<file path="src/rtl/param_reg_file.sv">
// Multi-port register file with byte-enabled writes, write-through read bypass,
// per-register pending flags and a sequential clear engine.
module param_reg_file #(
  parameter int DATA_W  = 32,
  parameter int ADDR_W  = 5,
  parameter int NUM_RD  = 2,
  parameter int ZERO_R0 = 1
) (
  input  logic                     clk,
  input  logic                     rst,
  input  logic [NUM_RD*ADDR_W-1:0] rd_addr,
  output logic [NUM_RD*DATA_W-1:0] rd_data,
  output logic [NUM_RD-1:0]        rd_pend,
  input  logic                     we,
  input  logic [ADDR_W-1:0]        wr_addr,
  input  logic [DATA_W/8-1:0]      wr_be,
  input  logic [DATA_W-1:0]        wr_data,
  input  logic                     mark_en,
  input  logic [ADDR_W-1:0]        mark_addr,
  input  logic                     clr_req,
  output logic                     clr_busy
);

  localparam int              DEPTH = 1 << ADDR_W;
  localparam int              NB    = DATA_W / 8;
  localparam logic [ADDR_W-1:0] LAST = ADDR_W'(DEPTH - 1);

  typedef enum logic {IDLE, CLEAR} state_e;

  state_e              state_q, state_d;
  logic [ADDR_W-1:0]   cnt_q, cnt_d;
  logic                clr_busy_q, clr_busy_d;
  logic [DATA_W-1:0]   mem_q [DEPTH];
  logic [DATA_W-1:0]   mem_d [DEPTH];
  logic [DEPTH-1:0]    pend_q, pend_d;

  logic idle;
  logic wr_ok;
  logic mark_ok;

  assign idle    = (state_q == IDLE);
  assign wr_ok   = we && !((ZERO_R0 != 0) && (wr_addr == '0));
  assign mark_ok = mark_en && !((ZERO_R0 != 0) && (mark_addr == '0));

  always_comb begin
    // NOTE: every _d starts from its _q so no path leaves a value unassigned (no latches).
    state_d = state_q;
    cnt_d   = cnt_q;
    mem_d   = mem_q;
    pend_d  = pend_q;
    if (state_q == CLEAR) begin
      mem_d[cnt_q]  = '0;
      pend_d[cnt_q] = 1'b0;
      cnt_d         = cnt_q + ADDR_W'(1);
      if (cnt_q == LAST) state_d = IDLE;
    end else if (clr_req) begin
      state_d = CLEAR;
      cnt_d   = '0;
    end else begin
      if (wr_ok) begin
        for (int b = 0; b < NB; b++) begin
          if (wr_be[b]) mem_d[wr_addr][b*8 +: 8] = wr_data[b*8 +: 8];
        end
        pend_d[wr_addr] = 1'b0;
      end
      // A same-edge mark is applied after the write's clear, so mark wins.
      if (mark_ok) pend_d[mark_addr] = 1'b1;
    end
    clr_busy_d = (state_d == CLEAR);
  end

  // NOTE: the storage array is reset too, because an async clear of every register is required.
  always_ff @(posedge clk or negedge rst) begin
    if (!rst) begin
      state_q    <= IDLE;
      cnt_q      <= '0;
      clr_busy_q <= 1'b0;
      pend_q     <= '0;
      mem_q      <= '{default: '0};
    end else begin
      state_q    <= state_d;
      cnt_q      <= cnt_d;
      clr_busy_q <= clr_busy_d;
      pend_q     <= pend_d;
      mem_q      <= mem_d;
    end
  end

  assign clr_busy = clr_busy_q;

  for (genvar i = 0; i < NUM_RD; i++) begin : g_rd
    logic [ADDR_W-1:0] a;
    logic [DATA_W-1:0] d;
    logic              zero_hit;

    assign a        = rd_addr[i*ADDR_W +: ADDR_W];
    assign zero_hit = (ZERO_R0 != 0) && (a == '0);

    // Write-through bypass merges enabled bytes of the in-flight write.
    always_comb begin
      d = mem_q[a];
      if (idle && wr_ok && (a == wr_addr)) begin
        for (int b = 0; b < NB; b++) begin
          if (wr_be[b]) d[b*8 +: 8] = wr_data[b*8 +: 8];
        end
      end
    end

    assign rd_data[i*DATA_W +: DATA_W] = zero_hit ? '0 : d;
    assign rd_pend[i]                  = zero_hit ? 1'b0 : pend_q[a];
  end

endmodule

</file>
<file path="config.mk">
export PLATFORM = sky130hd
export DESIGN_NAME = param_reg_file
export DESIGN_NICKNAME = d
export VERILOG_FILES = /design/src/rtl/param_reg_file.sv
export SDC_FILE = /design/constraint.sdc
export NUM_CORES = 2
export LEC_CHECK = 0
export CAP_MARGIN = 20
export CORE_MARGIN = 3
export CORE_UTILIZATION = 60
export CTS_BUF_LIST = sky130_fd_sc_hd__clkbuf_4 sky130_fd_sc_hd__clkbuf_8 sky130_fd_sc_hd__clkbuf_16
export CTS_CLUSTER_DIAMETER = 150
export DETAILED_ROUTE_END_ITERATION = 6
export HOLD_SLACK_MARGIN = 0.03
export PLACE_DENSITY = 0.77
export SYNTH_ARGS = -nofsm -noshare
export SYNTH_HDL_FRONTEND = slang
export SYNTH_SLANG_ARGS = --single-unit
</file>
<file path="constraint.sdc">
create_clock -name clk -period 5.65 [get_ports clk]
set_input_delay 0.8475 -clock clk [delete_from_list [all_inputs] [get_ports clk]]
set_output_delay 0.8475 -clock clk [all_outputs]
set_load 0.05 [all_outputs]
</file>
==> impl_metrics.tcl <==
set metrics [dict create \
    cp-startpoint "wr_addr[4]" \
    io_pins 128 \
    finalMaxSlewViolations 0 \
    die_h_um 313.7 \
    die-area_sq_um 98400 \
    grt_pass1_vias 46073 \
    synthCells 4321 \
    violations "DRC" \
    areaGrowthSynthToFinish_pct 12.70 \
    portBuffers 127 \
    p_sw_uw 5686 \
    ys.flop_type "dfrtp_1" \
    wl_um 221500 \
    hp-class "input port to async pin" \
    yosysUniqueCellTypes 70 \
    crit_path_max_fanout 13 \
    worstPathRequired_ps 4800 \
    rows 112 \
    finalWeightedCongestion 1.030 \
    crit_path_top_delay_cell "o21ai_0" \
    hold_violations 0 \
    avgViaCountPerCell 8.159 \
    crit_top_cell "buf_4" \
    synthTopCellsByCount "dfrtp_1 (1062), o2bb2ai_1 (887), mux4_2 (509)" \
    synth_warnings 0 \
    arrival_ps 4350 \
    synth-edff-count 0 \
    netlist_area_sq_um 56800 \
    post-route-util 0.6839 \
    track_usage 0.4527 \
    drc 1 \
    status "finished with violations" \
    cts_num_sinks 1062 \
    setup-violations-final 0 \
    top_usage_layer "met2" \
    layout_setup_ws_ps 449.4 \
    wl_per_cell_um 38.46 \
    final_cells 5761 \
    synth_area_leaders "dfrtp_1 (47%), mux4_2 (20%), o2bb2ai_1 (14%)" \
    final_nets 4460 \
    vias 47003 \
    start_kind "input port" \
    dp_slack_ps 842.5 \
    synth_nets 4387 \
    drv_cap 0 \
    reg2reg_from "clr_busy" \
    clkSlewWorstSetupHoldPaths_ps 60 \
    yosysSeqAreaShare 0.4679 \
    ys_seq_elements 1062 \
    die_x_um 313.7 \
    peakVddDrop_v 0.0003032 \
    max_slew_margin 0.1288 \
    worst_pin_slew_ps 1302 \
    p_sw_frac 0.3026 \
    initial_core_util 0.6068 \
    synthDominantCellAreaShare 0.4679 \
    powerDensity_nw_per_um2 293.6 \
    cts_buffer_depth 3 \
    drive_above_1_share 0.2361 \
    timing.final.crit_period_ps 5201 \
    cp_num_buf_inv 3 \
    cts_resized 0 \
    rsz0062_at_grt "false" \
    postRouteAntennaNets 0 \
    path_delay_family "buffers and inverters" \
    yosys.cell_count.top_type "dfrtp_1" \
    drt-initial-drc-count 8243 \
    antenna_found_initial 19 \
    power_uw 18790 \
    fin_skew_ps 42.31 \
    async_flop_share 1.000 \
    fin_tns_setup_ps 0 \
    synth.avg_cell_area_sq_um 13.15 \
    grt_pass1_wl_um 324900 \
    grt_max_degree 195 \
    critPathCaptureType "output pin" \
    pwr-share-seq 0.418 \
    clk_latency_ps 740 \
    dp_cells 5531 \
    leakage_uw 0.02599 \
    met1_usage 0.6068 \
    clkPwrFrac 0.425 \
    overflow 0 \
    p_comb_frac 0.157 \
    path_cells "clkdlybuf4s50_1 > or3_1 > o21ai_2 > or4_1 > buf_4 > o21ai_0 > buf_4" \
    synth_top_cell_by_area "dfrtp_1" \
    cts_max_level 3 \
    grt_use_met3 0.2096 \
    cts_setup_buffers 0 \
    finalCritPeriodShare 0.9205 \
    crit_type "input port to output pin" \
    fillers 6627 \
    numCtsBuffers 111 \
    grtUsageMet2 0.6080 \
    fmax_mhz 192.3 \
    cts_tree "yes" \
    coreArea_sq_um 93610 \
    hold_buffers 0 \
    slowest_delay_ps 840 \
    root_buffer "clkbuf_16" \
    power.internal_uw 13110 \
    drt-pass1-iter-count 7 \
    dpl.hpwl_um 146600 \
]
==> power by group through the flow <==
stage	Combinational [uW]	Sequential (uW)	Clock (uW)
2_1_floorplan	1520	7930	0
3_3_place_gp	2770	7980	0
3_5_place_dp	2780	7990	0
4_1_cts	2790	7850	7970
5_1_grt	2990	7860	8280
6_report	2950	7860	7980
==> through the flow <==
| step | area, sq um | hold WS, ps |
|---|---|---|
| after global placement | 59870 | 472.1 |
| after detailed placement | 59930 | 486.2 |
| final | 64020 | 90.27 |
| after floorplan | 56800 | 461.2 |
| after global routing | 63970 | 131.5 |
| after CTS | 63910 | 98.90 |
==> logic make-up after synthesis <==
kind of cell | count (synthesis) | synth area share
compound gates | 1435 | 0.2057
flops | 1062 | 0.4679
simple gates | 716 | 0.05991
mux | 670 | 0.2303
buf+inv | 421 | 0.03333
xor+xnor | 12 | 0.001850
fa+ha+maj | 5 | 0.001101
==> worst reg2reg max path: cells and delay by family (launching register included) <==
family           cells  cell delay (ps)
flip-flops           1              770
AND/OR/NAND/NOR      3             2080
AO/OA/AOI/OAI        2              600
==> layout by cell type, fill, tap and decap left out, drive strengths merged, types with 82 or more instances in the layout <==
master / count
dfrtp: 1062
o2bb2ai: 887
mux4: 509
nand2: 315
buf: 289
clkbuf: 159
mux2i: 157
o21ai: 152
nand3: 119
a211oi: 82
==> area by class of cell <==
type                       count  area [sq um]  share of cell area
antenna                       17         42.54           0.0006645
clock buffer                 159          3338             0.05215
clock inverter                50         646.9             0.01010
inverter                      38         142.6            0.002228
multi-input combinational   2838         28460              0.4446
sequential                  1062         26580              0.4152
tap                         1254          1569             0.02451
timing repair buffer         343          3236             0.05054
==> flip-flops by register name (all words and copies together), names as in the netlist <==
register,cells
cnt_q,5
pend_q,32
mem_q,1024
clr_busy,1
==> per-layer routing <==
layer	share of wire	routed length, um	vias up
met5	0.00093	207	-
met4	0.074	16350	20
met3	0.16	36170	1028
met2	0.41	90810	4332
met1	0.35	78000	23884
li1	-	-	17739
==> path summary, 6_finish.rpt <==
| check | to | cells past startpoint | slack (ps) |
|---|---|---|---|
| min in group clk | mem_q[313] | 1 | 500 |
| max in group asynchronous | mem_q[547] | 2 | 3990 |
| hold reg to reg | mem_q[313] | 1 | 500 |
| setup reg to reg | mem_q[991] | 5 | 2060 |
| setup / recovery | rd_data[59] | 7 | 450 |
| hold / removal | mem_q[205] | 1 | 90 |
Power figures use the tool's default switching activity.
